## src/rtl/isr_pkg.sv

```systemverilog
// Shared types, default parameters and the vector-address helper for the interrupt sequencer.
// Optional build macro INT_ROUND_ROBIN_EN selects round-robin arbitration.
package isr_pkg;

  typedef enum logic [1:0] {
    StIdle    = 2'd0,
    StActive  = 2'd1,
    StHoldoff = 2'd2
  } isr_state_e;

  localparam int unsigned NUM_SRC_DEF    = 4;
  localparam int unsigned ISR_BASE_DEF   = 32'hF00;
  localparam int unsigned VEC_STRIDE_DEF = 16;
  localparam int unsigned ID_W           = 3;

  // Full-width vector address; the caller truncates to its PC width.
  function automatic logic [31:0] isr_vector(input int unsigned base,
                                             input int unsigned stride,
                                             input int unsigned idx);
    return 32'(base + idx * stride);
  endfunction

endpackage

```

## src/rtl/isr_arbiter.sv

```systemverilog
// Picks one eligible interrupt source: lowest index by default, or round-robin from rr_ptr
// when INT_ROUND_ROBIN_EN is defined.
module isr_arbiter
  import isr_pkg::*;
#(
  parameter int unsigned NUM_SRC = NUM_SRC_DEF
) (
  input  logic [NUM_SRC-1:0] eligible,
`ifdef INT_ROUND_ROBIN_EN
  input  logic [ID_W-1:0]    rr_ptr,
`endif
  output logic [NUM_SRC-1:0] grant,
  output logic [ID_W-1:0]    grant_idx
);

  always_comb begin
    int unsigned j;
    logic        found;
    grant     = '0;
    grant_idx = '0;
    found     = 1'b0;
    j         = 0;
    for (int unsigned k = 0; k < NUM_SRC; k++) begin
`ifdef INT_ROUND_ROBIN_EN
      j = (32'(rr_ptr) + k) % NUM_SRC;
`else
      j = k;
`endif
      if (!found && eligible[j]) begin
        found     = 1'b1;
        grant[j]  = 1'b1;
        grant_idx = ID_W'(j);
      end
    end
  end

endmodule

```

## src/rtl/interrupt_sequencer.sv

```systemverilog
// Takes a pending interrupt into a single-level handler by flushing and redirecting the PC,
// restores the saved PC on return, then enforces a hold-off. Macro: INT_ROUND_ROBIN_EN.
module interrupt_sequencer
  import isr_pkg::*;
#(
  parameter int unsigned NUM_SRC     = NUM_SRC_DEF,
  parameter int unsigned PC_W        = 12,
  parameter int unsigned ISR_BASE    = ISR_BASE_DEF,
  parameter int unsigned VEC_STRIDE  = VEC_STRIDE_DEF,
  parameter int unsigned HOLDOFF_CYC = 2
) (
  input  logic               clk,
  input  logic               nrst,
  input  logic [NUM_SRC-1:0] int_req,
  input  logic [NUM_SRC-1:0] int_en,
  input  logic               global_ie,
  input  logic [PC_W-1:0]    id_pc,
  input  logic               id_valid,
  input  logic               pipe_busy,
  input  logic               redirect_pending,
  input  logic               isr_ret,
  output logic               ISR_PC_flush,
  output logic               ISR_pipe_flush,
  output logic               isr_redirect_en,
  output logic [PC_W-1:0]    isr_redirect_pc,
  output logic               in_isr,
  output logic [NUM_SRC-1:0] isr_ack,
  output logic [ID_W-1:0]    isr_id
);

  localparam int unsigned CNT_W = (HOLDOFF_CYC > 1) ? $clog2(HOLDOFF_CYC) : 1;

  isr_state_e         state_q;
  logic [NUM_SRC-1:0] req_q;
  logic [NUM_SRC-1:0] pending_q;
  logic [PC_W-1:0]    saved_pc_q;
  logic [CNT_W-1:0]   hold_cnt_q;
  logic [ID_W-1:0]    isr_id_q;

  logic [NUM_SRC-1:0] eligible;
  logic [NUM_SRC-1:0] grant;
  logic [ID_W-1:0]    grant_idx;
  logic               pipe_clean;
  logic               take;
  logic               ret;

`ifdef INT_ROUND_ROBIN_EN
  logic [ID_W-1:0]    rr_ptr_q;
`endif

  assign eligible   = global_ie ? (pending_q & int_en) : '0;
  assign pipe_clean = !pipe_busy && !redirect_pending;
  assign take       = (state_q == StIdle) && (eligible != '0) && id_valid && pipe_clean;
  assign ret        = (state_q == StActive) && isr_ret && pipe_clean;

  isr_arbiter #(
    .NUM_SRC (NUM_SRC)
  ) u_arbiter (
    .eligible  (eligible),
`ifdef INT_ROUND_ROBIN_EN
    .rr_ptr    (rr_ptr_q),
`endif
    .grant     (grant),
    .grant_idx (grant_idx)
  );

  // Pulse outputs are combinational so the front end is redirected in the decision cycle.
  always_comb begin
    ISR_PC_flush    = take || ret;
    ISR_pipe_flush  = take || ret;
    isr_redirect_en = take || ret;
    isr_ack         = take ? grant : '0;
    isr_redirect_pc = '0;
    if (take) begin
      isr_redirect_pc = PC_W'(isr_vector(ISR_BASE, VEC_STRIDE, 32'(grant_idx)));
    end else if (ret) begin
      isr_redirect_pc = saved_pc_q;
    end
  end

  assign in_isr = (state_q == StActive);
  assign isr_id = isr_id_q;

  always_ff @(posedge clk or negedge nrst) begin
    if (!nrst) begin
      state_q    <= StIdle;
      req_q      <= '0;
      pending_q  <= '0;
      saved_pc_q <= '0;
      hold_cnt_q <= '0;
      isr_id_q   <= '0;
`ifdef INT_ROUND_ROBIN_EN
      rr_ptr_q   <= '0;
`endif
    end else begin
      req_q     <= int_req;
      // A new edge in the ack cycle wins over the clear.
      pending_q <= (pending_q & ~isr_ack) | (int_req & ~req_q);
      unique case (state_q)
        StIdle: begin
          if (take) begin
            state_q    <= StActive;
            saved_pc_q <= id_pc;
            isr_id_q   <= grant_idx;
`ifdef INT_ROUND_ROBIN_EN
            rr_ptr_q   <= (32'(grant_idx) == NUM_SRC - 1) ? '0 : grant_idx + 1'b1;
`endif
          end
        end
        StActive: begin
          if (ret) begin
            state_q    <= (HOLDOFF_CYC == 0) ? StIdle : StHoldoff;
            hold_cnt_q <= '0;
          end
        end
        StHoldoff: begin
          // Only cycles where the pipe actually advances count toward the hold-off.
          if (id_valid && !pipe_busy) begin
            if (hold_cnt_q == CNT_W'(HOLDOFF_CYC - 1)) begin
              state_q    <= StIdle;
              hold_cnt_q <= '0;
            end else begin
              hold_cnt_q <= hold_cnt_q + 1'b1;
            end
          end
        end
        default: state_q <= StIdle;
      endcase
    end
  end

endmodule
```

## config.mk

```make
export PLATFORM = sky130hd
export DESIGN_NAME = interrupt_sequencer
export DESIGN_NICKNAME = d
export VERILOG_FILES = /design/src/rtl/isr_pkg.sv /design/src/rtl/isr_arbiter.sv /design/src/rtl/interrupt_sequencer.sv
export SDC_FILE = /design/constraint.sdc
export NUM_CORES = 1
export LEC_CHECK = 0
export BUFFER_PORTS_ARGS = -buffer_cell sky130_fd_sc_hd__buf_2
export CAP_MARGIN = 25
export CORE_MARGIN = 2
export CORE_UTILIZATION = 47
export CTS_CLUSTER_DIAMETER = 100
export DETAILED_ROUTE_END_ITERATION = 12
export GPL_ROUTABILITY_DRIVEN = 0
export GPL_TIMING_DRIVEN = 1
export PLACE_DENSITY = 0.78
export SKIP_LAST_GASP = 1
export SLEW_MARGIN = 25
export SYNTH_ARGS = -nofsm -noshare
export SYNTH_HDL_FRONTEND = slang
export SYNTH_SLANG_ARGS = --single-unit
```

## constraint.sdc

```tcl
create_clock -name clk -period 2 [get_ports clk]
set_input_delay 0.2 -clock clk [delete_from_list [all_inputs] [get_ports clk]]
set_output_delay 0.2 -clock clk [all_outputs]
set_load 0.03 [all_outputs]
```

* After elaboration in Yosys (flattened, before gate mapping)
Index checks and enable logic that the tools add are counted.
** Storage, ports and cells
- Register bits :: 26
- Input port bits :: 27
- Word-level logic and storage cells :: 64
** Operators by class
- $add $sub $neg :: 2
- Equal/unequal tests :: 6
- Multiplexer cells :: 22
- Bitwise logic cells :: 6
- Reductions and logical operators :: 22
** Operators with widths (number)
- 12-bit 2-to-1 mux :: 2
- 12-bit by 7-bit adder with 12-bit output, first input constant :: 1
- 4-bit AND :: 3
- 2-bit 2-to-1 mux :: 6
- 1-bit logical AND :: 10
- 1-bit 2-to-1 mux :: 10
- 4-bit 2-to-1 mux :: 2
- 4-bit NOT :: 2
- 2-bit != test, second input constant :: 3
- 2-bit case mux with 3 select lines :: 1
- 1-bit logical NOT :: 5
- 4-bit OR :: 1
- 4-bit AND reduction :: 1
- 4-bit nonzero test :: 1
- 3-bit AND reduction :: 1
- 2-bit by 1-bit == test with 1-bit output, second input constant :: 1
- 2-bit == test, second input constant :: 1
- 2-bit logical NOT :: 1
- 2-bit by 1-bit != test with 1-bit output, second input constant :: 1
- 1-bit case mux with 2 select lines :: 1
- 2-bit AND reduction :: 1
- 2-bit nonzero test :: 1
- 1-bit adder, second input constant :: 1
- 1-bit logical OR :: 1

* Longest topological paths before layout
Gate-level depths: netlist of the first run.
- Depth after elaboration :: 16
- Gate-level depth with buffers :: 6

* By module
From an unflattened synthesis of the first run, not the netlist that was laid out.
** Second synthesis, totals
- Cell total of the unflattened synthesis :: 115
- Area total of the unflattened synthesis :: 1301.2 um^2
** Modules (own cells, without submodules)
- interrupt_sequencer :: instances 1, cells an instance 104, area each 1226.2 um^2, seq. area each 650.6 um^2
- isr_arbiter :: instances 1, cells an instance 11, area each 75.1 um^2, seq. area each 0.0 um^2

* Worst setup path after synthesis of the first run
OpenSTA, ideal clock, no wires.
- Kind :: reg-to-output
- Start :: register state_q[0]
- End :: output port isr_ack[2]
- Arrival time :: 1.682 ns
- Required time :: 1.800 ns
- Slack :: 0.118 ns
- Stages on the path, launching flop included :: 5
- Path buffers :: 1
- Cells stage by stage :: dfrtp_1 -> and4bb_1 -> buf_6 -> nand3_1 -> nor3b_1
** On the way
- Cells in the longest elaborated chain, start to end :: 5
** RTL lines
- from (decl) :: RTL line interrupt_sequencer.sv:33 : isr_state_e state_q;
- from (signal assigned) :: RTL line interrupt_sequencer.sv:86 : state_q <= StIdle;
- from (signal assigned) :: RTL line interrupt_sequencer.sv:102 : state_q <= StActive;
- from (signal assigned) :: RTL line interrupt_sequencer.sv:112 : state_q <= (HOLDOFF_CYC == 0) ? StIdle : StHoldoff;
- 2-bit logical NOT :: RTL line interrupt_sequencer.sv:53 : assign take = (state_q == StIdle) && (eligible != '0) && id_valid && pipe_clean;
- 1-bit logical AND (3 in a row) :: RTL line interrupt_sequencer.sv:53
- 4-bit 2-to-1 mux :: RTL line interrupt_sequencer.sv:72 : isr_ack = take ? grant : '0;
- to (decl) :: RTL line interrupt_sequencer.sv:27 : output logic [NUM_SRC-1:0] isr_ack,
No other way between the ends.

* Worst setup path after layout of the first run
- Start :: register state_q[1]
- End :: output port ISR_PC_flush
** On the way
- Cells in the longest elaborated chain, start to end :: 5
** RTL lines
- 2-bit logical NOT :: RTL line interrupt_sequencer.sv:53
- 1-bit logical AND (3 in a row) :: RTL line interrupt_sequencer.sv:53
- 1-bit logical OR (*) :: RTL line interrupt_sequencer.sv:69 : ISR_PC_flush = take || ret;
- to (decl) :: RTL line interrupt_sequencer.sv:22 : output logic ISR_PC_flush,
Every way passes the cells marked *; elsewhere a longest branch is shown, timed or not.

==> metrics.md, run 1 <==
| Metric | Value |
|---|---|
| P_int | 0.00102 W |
| Count leader, synth | dfrtp_1 |
| H-tree levels | 1 |
| FMAX | 516 MHz |
| Clk slew on worst S/H paths | 0.14 ns |
| Final setup fails | 0 |
| Hold Crit Depth | 2 |
| CTS sink cnt | 25 |
| Ant diodes | 0 |
| Top cells by count, synth | dfrtp_1, inv_1, and2_1, mux2_2, nand2_1 |
| Hold Crit Class | in -> reg |
| Slew HR | 63.0% |
| Vias in the first global route | 995 |
| Largest net degree at the start of global routing | 26 |
| Critical Path RT | 1.80 ns |
| Switching pwr | 0.000526 W |
| CP Capture Type | primary output |
| Final hold viol count | 0 |
| Fill cells | around 200 |
| HPWL after DPL | 2.04 mm |
| Post-synth ARST share | 100% |
| Post-route ant nets | 0 |
| Initial Utilization | around 50% |
| Final slew viol count | 0 |
| Post-synthesis register bit count | 25 |
| Top FF cell, synth | dfrtp_1 |
| Avg Cell Area, Syn | 11.4 um2 |
| Via density | 5.34 |
| Die area | 3060 um2 |
| Slew @ Worst Pin | 0.555 ns |
| Seq/Total Area, Yosys | 50.5% |
| Crit path kind | reg -> out |
| Standard-cell rows | 18 |
| Net Sw Frac | 33.9% |
| Number of flops mapped to enable cells by yosys | 0 |
| CP Launch Type | register |
| Worst vdd rail ir drop | 0.000825 V |
| Nets@finish | a little under 200 |
| Routed length per placed instance | 14.1 um |
| Max Cap Viol | 0 |
| Area share of the largest cell type after synthesis | slightly above 50% |
| Synth Instances | 109 |
| Minimum clock period | 1.94 ns |
| Top cells by area, synth | dfrtp_1, mux2_2, mux2_4 |
| RSZ-0062 raised after global routing | yes |
| Die H | 55.3 um |
| Status | finished, final reports clean |
| Netlist Area Pre-Place | 1240 um2 |
| Die Span X | around 55 um |
| Area delta synth->final | 32.1% |
| Combinational power share | 35.6% |
| I/O pin cnt | 50 |
| Power share of the sequential group | 50.0% |
| Synth Warn # | 0 |
| Initial antenna violation count | 0 |
| Final hold slack | 0.107 ns |
| Port Buffers | 48 |
| Unique cell type count in the Yosys netlist | 36 |
| TNS Setup | 0 ns |
| P per Cell Area | 947 nW/um2 |
| Seq. cell area | 626 um2 |
| Clock power share | 14.4% |
| Mapped Nets | 136 |
| Max Clock Skew | between 0.003 and 0.004 ns |
| Area leader, netlist | dfrtp_1 |
| Routed WL | 2.82 mm |
| Share of layout cells above drive strength 1 | 47.3% |
| CTS root buf | clkbuf_4 |
| TritonCTS Buffers | 3 |
| Gr usage total | 18.4% |
| DR vias | 1062 |
| Util after Layout | 66.1% |
| Multi-input logic area | 515 um2 |
| Residual DRC | 0 |
| Deepest clock path buffer count | 2 |
| Overflow after GRT | 0 |
| First DRT Iteration DRCs | 55 |
| Drt pass-1 iters | 4 |
| Arrival time at the worst endpoint | 1.74 ns |
| Core Area | about 2500 um2 |
| First-pass GRT wire length | 4.55 mm |
| CTS tree | done |
| Later-pin clock latency in the skew report | a little over 0.3 ns |
| Final Cycle Share | just under 100% |
| Worst-case reg-to-reg path depth | 5 |
| Crit-path max FO | 14 |
| Leakage | 0.881 nW |
-- stage by stage --
| stage | total power, W | std cells | area, um2 | worst slack [ns] |
|---|---|---|---|---|
| after floorplan | 0.00115 | 109 | 1240 | 0.118 |
| after global placement | 0.00127 | 183 | 1480 | 0.361 |
| after detailed placement | 0.00130 | 183 | 1480 | 0.342 |
| after CTS | 0.00153 | 189 | 1540 | 0.0230 |
| after global routing | 0.00164 | 199 | 1640 | -0.0287 |
| final | 0.00155 | 199 | 1640 | 0.0623 |
-- cell type report --
type,instances,area share [%]
Clock buffer,3,1.38
Clock inverter,1,0.306
Inverter,12,2.75
Multi-Input combinational cell,65,31.5
Sequential cell,25,38.2
Tap cell,30,2.29
Timing Repair Buffer,63,23.5
-- placed cells by master (no fill, tap or decap), drive strengths merged, types with 2 or more instances in the layout --
cell,instances
and2,8
mux2,12
buf,58
clkbuf,3
a22o,4
o21ai,5
o211ai,2
dfrtp,25
o2bb2ai,2
nor2,2
a221o,2
nand3,4
dlygate4sd3,5
nand2,6
inv,12
-- power by group through the flow --
| stage | combinational, W | clock [W] | sequential, W |
|---|---|---|---|
| CTS | 0.000523 | 0.000229 | 0.000774 |
| global route | 0.000598 | 0.000243 | 0.000798 |
| finish | 0.000552 | 0.000222 | 0.000776 |
| detailed placement | 0.000516 | 0 | 0.000787 |
| global placement | 0.000495 | 0 | 0.000771 |
| floorplan | 0.000354 | 0 | 0.000794 |
-- path summary, 6_finish.rpt --
path,start,end,slack (ns)
max,state_q[1]$_DFFE_PN0P_,ISR_PC_flush,0.06
min,id_pc[4],saved_pc_q[4]$_DFFE_PN0P_,0.11
max reg2reg,pending_q[1]$_DFF_PN0_,saved_pc_q[1]$_DFFE_PN0P_,0.32
min reg2reg,saved_pc_q[1]$_DFFE_PN0P_,saved_pc_q[1]$_DFFE_PN0P_,0.52
max in group asynchronous,nrst,req_q[0]$_DFF_PN0_,1.23
min in group asynchronous,nrst,saved_pc_q[9]$_DFFE_PN0P_,0.41
-- cells by family after synthesis --
kind of cell | after synthesis | synth area share (%)
buffers and inverters | 19 | 8.08
AO/OA/AOI/OAI | 23 | 15.3
multiplexers | 12 | 12.1
AND/OR/NAND/NOR | 29 | 13.7
flip-flops | 25 | 50.5
other | 1 | 0.303
-- routing by layer --
layer / global-route usage, % / up-vias / share of wire [%]
met2: 30.6 / 35 / 52
li1: - / 501 / -
met3: 1.87 / 2 / 4.2
met4: 6.27 / 0 / 0.96
met5: 0 / - / 0
met1: 25.0 / 524 / 43
-- critical path, cell delays in order (launching register included) --
cell      delay [ns]
dfrtp_1         0.43
and4bb_2        0.34
buf_4           0.13
o211ai_4        0.08
buf_12          0.15
nand2_1         0.09
buf_2           0.21
-- registers in the layout, summed over array words and instances, names as in the netlist --
name / count
hold_cnt_q: 1
saved_pc_q: 12
pending_q: 4
isr_id: 2
state_q: 2
req_q: 4
-- repair_timing --
action | CTS | global route
gates cloned | 0 | 0
endpoints found under the setup margin | 9 | 10
endpoints found under the hold margin | 26 | 3
setup buffers | 0 | 7
resized for setup | 3 | 7
hold buffers | 2 | 3
Note: power is estimated with default switching activity, not from simulation.
==> run 2: changes to the inputs <==
--- a/config.mk
+++ b/config.mk
@@ -7,7 +7,7 @@
 export LEC_CHECK = 0
 export BUFFER_PORTS_ARGS = -buffer_cell sky130_fd_sc_hd__buf_2
 export CAP_MARGIN = 25
-export CORE_MARGIN = 2
+export CORE_MARGIN = 4
 export CORE_UTILIZATION = 47
 export CTS_CLUSTER_DIAMETER = 100
 export DETAILED_ROUTE_END_ITERATION = 12
==> metrics.md, run 2 (synthesis results as in run 1) <==
| Metric | Value |
|---|---|
| Status | finished, final reports clean |
| Final Cycle Share | 97.1% |
| Post-Layout Cell Count | 200 |
| Gr usage total | around 16% |
| Final hold viol count | 0 |
| Critical Path RT | 1.80 ns |
| Max Clock Skew | 0.00357 ns |
| Worst r2r src | pending_q[2]$_DFF_PN0_ |
| Worst reg2reg endpoint | saved_pc_q[9]$_DFFE_PN0P_ |
| Commonest non-fill, non-tap cell in the layout | buf_2 |
| HPWL after DPL | 2.04 mm |
| Overflow after GRT | 0 |
| Standard-cell rows | 18 |
| Clock power share | 14.1% |
| Slew HR | 62.9% |
| Worst vdd rail ir drop | roughly 0.00070 V |
| TritonCTS Buffers | 3 |
| Commonest cells after routing, fill and taps aside | buf_2, dfrtp_1, buf_4, inv_1 |
| Hold Crit Depth | 2 |
| CTS tree | done |
| P_int | ~0.0010 W |
| I/O pin cnt | 50 |
| Initial Utilization | approximately half |
| Hold Crit Class | in -> reg |
| Worst-case reg-to-reg path depth | 5 |
| Arrival time at the worst endpoint | 1.74 ns |
| Multi-input logic area | about 520 um2 |
| Util after Layout | 66.2% |
| Power share of the sequential group | 49.7% |
| Max reg flops | 12 |
| Final setup fails | 0 |
| Net Sw Frac | 33.1% |
| Routed length per placed instance | 13.7 um |
| Vias in the first global route | 989 |
| R2r setup slk | 0.34 ns |
| Leakage | 0.883 nW |
| Largest regs | saved_pc_q (12), pending_q (4), req_q (4) |
| Post-route ant nets | 0 |
| Nets@finish | 198 |
| P per Cell Area | 940 nW/um2 |
| CP Launch Type | register |
| Most flop-heavy register | saved_pc_q |
| DR vias | about 1000 |
| CTS sink cnt | 25 |
| Die H | 59.3 um |
| Minimum clock period | 1.94 ns |
| First-pass GRT wire length | 4.39 mm |
| Fill cells | 183 |
| Die area | 3520 um2 |
| First DRT Iteration DRCs | 31 |
| Largest net degree at the start of global routing | 26 |
| Met3 track demand over resource | between 3 and 4% |
| Clk slew on worst S/H paths | between 0.1 and 0.15 ns |
| Later-pin clock latency in the skew report | about 0.31 ns |
| Port Buffers | 48 |
| Placed Instances | 183 |
| WHS Endpoint | saved_pc_q[11]$_DFFE_PN0P_ |
| Area delta synth->final | 33.5% |
| Seq. cell area | 626 um2 |
| Crit path kind | reg -> out |
| FMAX | 515 MHz |
| Ant diodes | 0 |
| Combinational power share | 36.3% |
| Core Area | 2500 um2 |
| Final slew viol count | 0 |
| Hold_sp | id_pc[11] |
| GR Util met2 | ~25% |
| Routed WL | about 2.7 mm |
| Share of layout cells above drive strength 1 | 47.6% |
| Max Cap Viol | 0 |
| Drt pass-1 iters | 4 |
| Via density | 5.06 |
| Grt met1 use | 22.4% |
| CTS root buf | clkbuf_4 |
| CP Capture Type | primary output |
| Deepest clock path buffer count | 2 |
| Slew @ Worst Pin | 0.557 ns |
| Crit-path max FO | 6 |
| RSZ-0062 raised after global routing | yes |
| Switching pwr | 0.000514 W |
| Busiest metal layer after global routing | met2 |
| H-tree levels | 1 |
| Initial antenna violation count | 0 |
| Residual DRC | 0 |
| Die Span X | 59.3 um |
==> run 2: cell count changes in the layout (fill, tap and decap cells not counted), sizes merged <==
cell / previous run / this run
clkbuf: 3 / 4
buf: 58 / 59
clkinv: 1 / 0
==> run 2: per-stage QoR <==
step                worst slack (ns)  total power (W)  setup TNS [ns]  hold WS (ns)  cell area, um2
global placement               0.357          0.00127               0         0.216            1480
detailed placement             0.327          0.00130               0         0.223            1480
finish                        0.0589          0.00155               0         0.104            1650
global route                 -0.0260          0.00166         -0.0452        0.0801            1650
CTS                          -0.0116          0.00153         -0.0116       0.00377            1560
floorplan                      0.118          0.00115               0       -0.0956            1240
==> run 2: worst max path at each step <==
stage,from,to,depth (start not counted)
after floorplan,state_q[0]$_DFFE_PN0P_,isr_ack[2],4
after global placement,state_q[0]$_DFFE_PN0P_,isr_ack[2],4
after detailed placement,state_q[0]$_DFFE_PN0P_,isr_ack[2],4
after CTS,state_q[0]$_DFFE_PN0P_,isr_ack[3],5
after global routing,state_q[1]$_DFFE_PN0P_,isr_ack[3],5
final,state_q[1]$_DFFE_PN0P_,isr_ack[3],5
==> run 2: power groups by stage <==
stage / clock network, W / registers [W] / logic [W]
after floorplan: 0 / 0.000794 / 0.000354
after global placement: 0 / 0.000773 / 0.000495
after detailed placement: 0 / 0.000782 / 0.000514
after CTS: 0.000231 / 0.000773 / 0.000523
after global routing: 0.000255 / 0.000793 / 0.000614
final: 0.000219 / 0.000772 / 0.000564
==> run 2: area by class of cell <==
| cell class | instances | area share (%) |
|---|---|---|
| tap | 30 | 2.27 |
| inverter | 12 | 2.72 |
| multi-input combinational | 65 | 31.7 |
| clock buffer | 4 | 1.59 |
| timing repair buffer | 64 | 23.9 |
| sequential | 25 | 37.8 |
==> run 2: what timing repair did <==
item | 4_1_cts | 5_1_grt
hold buffers | 4 | 1
endpoints found under the hold margin | 28 | 1
pin swaps | 0 | 1
gates resized for setup | 2 | 10
endpoints found under the setup margin | 8 | 19
buffers inserted | 0 | 8
gates cloned | 0 | 0
==> run 2: per-layer routing <==
layer | part of all wire (%) | wire (um) | vias up
li1 | - | - | 500
met1 | 44 | 1200 | 469
met2 | 44 | 1220 | 38
met3 | 9.7 | 265 | 4
met4 | 1.9 | 51 | 0
met5 | 0 | 0 | -
==> run 2: worst max-delay path, cell delays in order (launching register included) <==
cell	delay (ns)
dfrtp_1	0.42
and4bb_4	0.39
buf_4	0.15
nand2_1	0.05
nor3_1	0.22
buf_4	0.20
==> run 3: changes to the inputs <==
--- a/config.mk
+++ b/config.mk
@@ -7,6 +7,7 @@
 export LEC_CHECK = 0
 export BUFFER_PORTS_ARGS = -buffer_cell sky130_fd_sc_hd__buf_2
 export CAP_MARGIN = 25
+export CORE_ASPECT_RATIO = 0.5
 export CORE_MARGIN = 4
 export CORE_UTILIZATION = 47
 export CTS_CLUSTER_DIAMETER = 100
@@ -14,6 +15,7 @@
 export GPL_ROUTABILITY_DRIVEN = 0
 export GPL_TIMING_DRIVEN = 1
 export PLACE_DENSITY = 0.78
+export RECOVER_POWER = 25
 export SKIP_LAST_GASP = 1
 export SLEW_MARGIN = 25
 export SYNTH_ARGS = -nofsm -noshare
==> metrics.md, run 3 (synthesis results as in run 1) <==
| Metric | Value |
|---|---|
| CTS root buf | clkbuf_8 |
| Residual DRC | 0 |
| Status | finished, final reports clean |
| Critical Path RT | approximately 1.8 ns |
| Hold_sp | int_req[3] |
| First DRT Iteration DRCs | 58 |
| Initial antenna violation count | 0 |
| HPWL after DPL | 2.04 mm |
| Share of layout cells above drive strength 1 | 43.5% |
| Worst r2r src | pending_q[0]$_DFF_PN0_ |
| Crit path kind | reg -> out |
| Hold Crit Class | in -> reg |
| Combinational power share | 32.5% |
| Minimum clock period | between 1.5 and 2 ns |
| Fill cells | 195 |
| CTS sink cnt | 25 |
| Core Area | around 2400 um2 |
| DR vias | 1033 |
| Power share of the sequential group | 48.8% |
| Pwr Total | 0.00159 W |
| Standard-cell rows | 12 |
| Clock power share | between 10% and 20% |
| Overflow after GRT | 0 |
| Nets@finish | 189 |
| Final hold slack | roughly 0.046 ns |
| CTS tree | done |
| Largest net degree at the start of global routing | 26 |
| Switching pwr | about 0.00053 W |
| Largest regs | saved_pc_q (12), pending_q (4), req_q (4) |
| Hold Crit Depth | 1 |
| Final hold viol count | 0 |
| I/O pin cnt | 50 |
| Commonest non-fill, non-tap cell in the layout | buf_2 |
| Crit-path max FO | 9 |
| Arrival time at the worst endpoint | 1.73 ns |
| Gr usage total | 16.2% |
| Later-pin clock latency in the skew report | 0.27 ns |
| Commonest cells after routing, fill and taps aside | buf_2, dfrtp_1, inv_1, and2_1, mux2_2 |
| RSZ-0062 raised after global routing | yes |
| First-pass GRT wire length | 4.49 mm |
| Slew HR | 12.0% |
| Port Buffers | between 40 and 50 |
| Vias in the first global route | 1009 |
| Area delta synth->final | 26.6% |
| Routed length per placed instance | ~14 um |
| Placed Instances | around 190 |
| Leakage | 0.833 nW |
| Via density | roughly 5.3 |
| CP Launch Type | register |
| P_int | roughly 0.0011 W |
| Die Span X | 80.6 um |
| Final Cycle Share | 96.6% |
| FMAX | 517 MHz |
| Routed WL | 2.77 mm |
| Ant diodes | 0 |
| Worst vdd rail ir drop | about 0.00052 V |
| Clk slew on worst S/H paths | roughly 0.08 ns |
| Die H | 44.3 um |
| Worst Setup SP | state_q[0]$_DFFE_PN0P_ |
| TritonCTS Buffers | 3 |
| Slew @ Worst Pin | 1.32 ns |
| Post-route ant nets | 0 |
| Initial Utilization | between 50% and 60% |
| Die area | 3570 um2 |
| Post-Layout Cell Count | 196 |
| Max Cap Viol | 0 |
| H-tree levels | 1 |
| Worst-case reg-to-reg path depth | 5 |
| Max Clock Skew | 0.00448 ns |
| Max reg flops | 12 |
| Final slew viol count | 0 |
| Deepest clock path buffer count | 2 |
| Final setup fails | 0 |
| P per Cell Area | 1020 nW/um2 |
| Net Sw Frac | between 30 and 40% |
| CP Capture Type | primary output |
| Drt pass-1 iters | 4 |
| Most flop-heavy register | saved_pc_q |
[run 3: cell count changes in the layout (fill, tap and decap cells not counted), sizes merged]
cell / before / now
clkbuf: 4 / 8
buf: 59 / 50
dlygate4sd3: 5 / 1
[run 3: cell type report]
type,instances,area (um2),area share [%]
clock buffers,4,45.0,2.87
well taps,35,43.8,2.79
inverters,12,45.0,2.87
multi-input cells,65,518,33.0
repair buffers,55,290,18.5
flip-flops and latches,25,626,39.9
[run 3: metal layers]
| layer | global-route usage (%) | routed length [um] |
|---|---|---|
| met5 | 0 | 0 |
| met4 | 6.40 | 41 |
| met3 | 4.47 | 182 |
| met2 | 27.8 | 1420 |
| met1 | 19.8 | 1130 |
[run 3: metrics by stage]
step	instance area, um2	setup TNS (ns)	setup slack (ns)	utilization, %
floorplan	1240	0	0.118	-
global placement	1490	0	0.218	63.2
detailed placement	1490	0	0.202	63.2
CTS	1570	0	0.0179	66.5
global route	1570	-0.00244	-0.00240	66.5
finish	1570	0	0.0671	66.5
[run 3: path summary, 6_finish.rpt]
kind	to	slack (ns)
max	isr_ack[2]	0.07
min	req_q[3]$_DFF_PN0_	0.05
max reg2reg	saved_pc_q[4]$_DFFE_PN0P_	0.15
min reg2reg	saved_pc_q[2]$_DFFE_PN0P_	0.50
max in group asynchronous	saved_pc_q[5]$_DFFE_PN0P_	0.47
min in group asynchronous	saved_pc_q[9]$_DFFE_PN0P_	0.75
[run 3: power by group through the flow]
stage	registers [W]	logic, W	clock network [W]
finish	0.000778	0.000517	0.000298
global route	0.000801	0.000563	0.000321
CTS	0.000777	0.000516	0.000304
detailed placement	0.000786	0.000509	0
global placement	0.000776	0.000496	0
floorplan	0.000794	0.000354	0
[run 3: critical path, stage by stage (launching register included)]
cell and delay, ns:
dfrtp_1 0.40, and4bb_4 0.42, nand3_1 0.18, nor3b_1 0.23, buf_2 0.22
[run 3: what timing repair did]
action	in CTS	in global routing
hold buffers	1	0
endpoints found under the hold margin	25	0
setup endpoints to repair	9	8
setup buffers	3	0
pin swaps	1	1
cloned	0	0
gates resized for setup	1	2
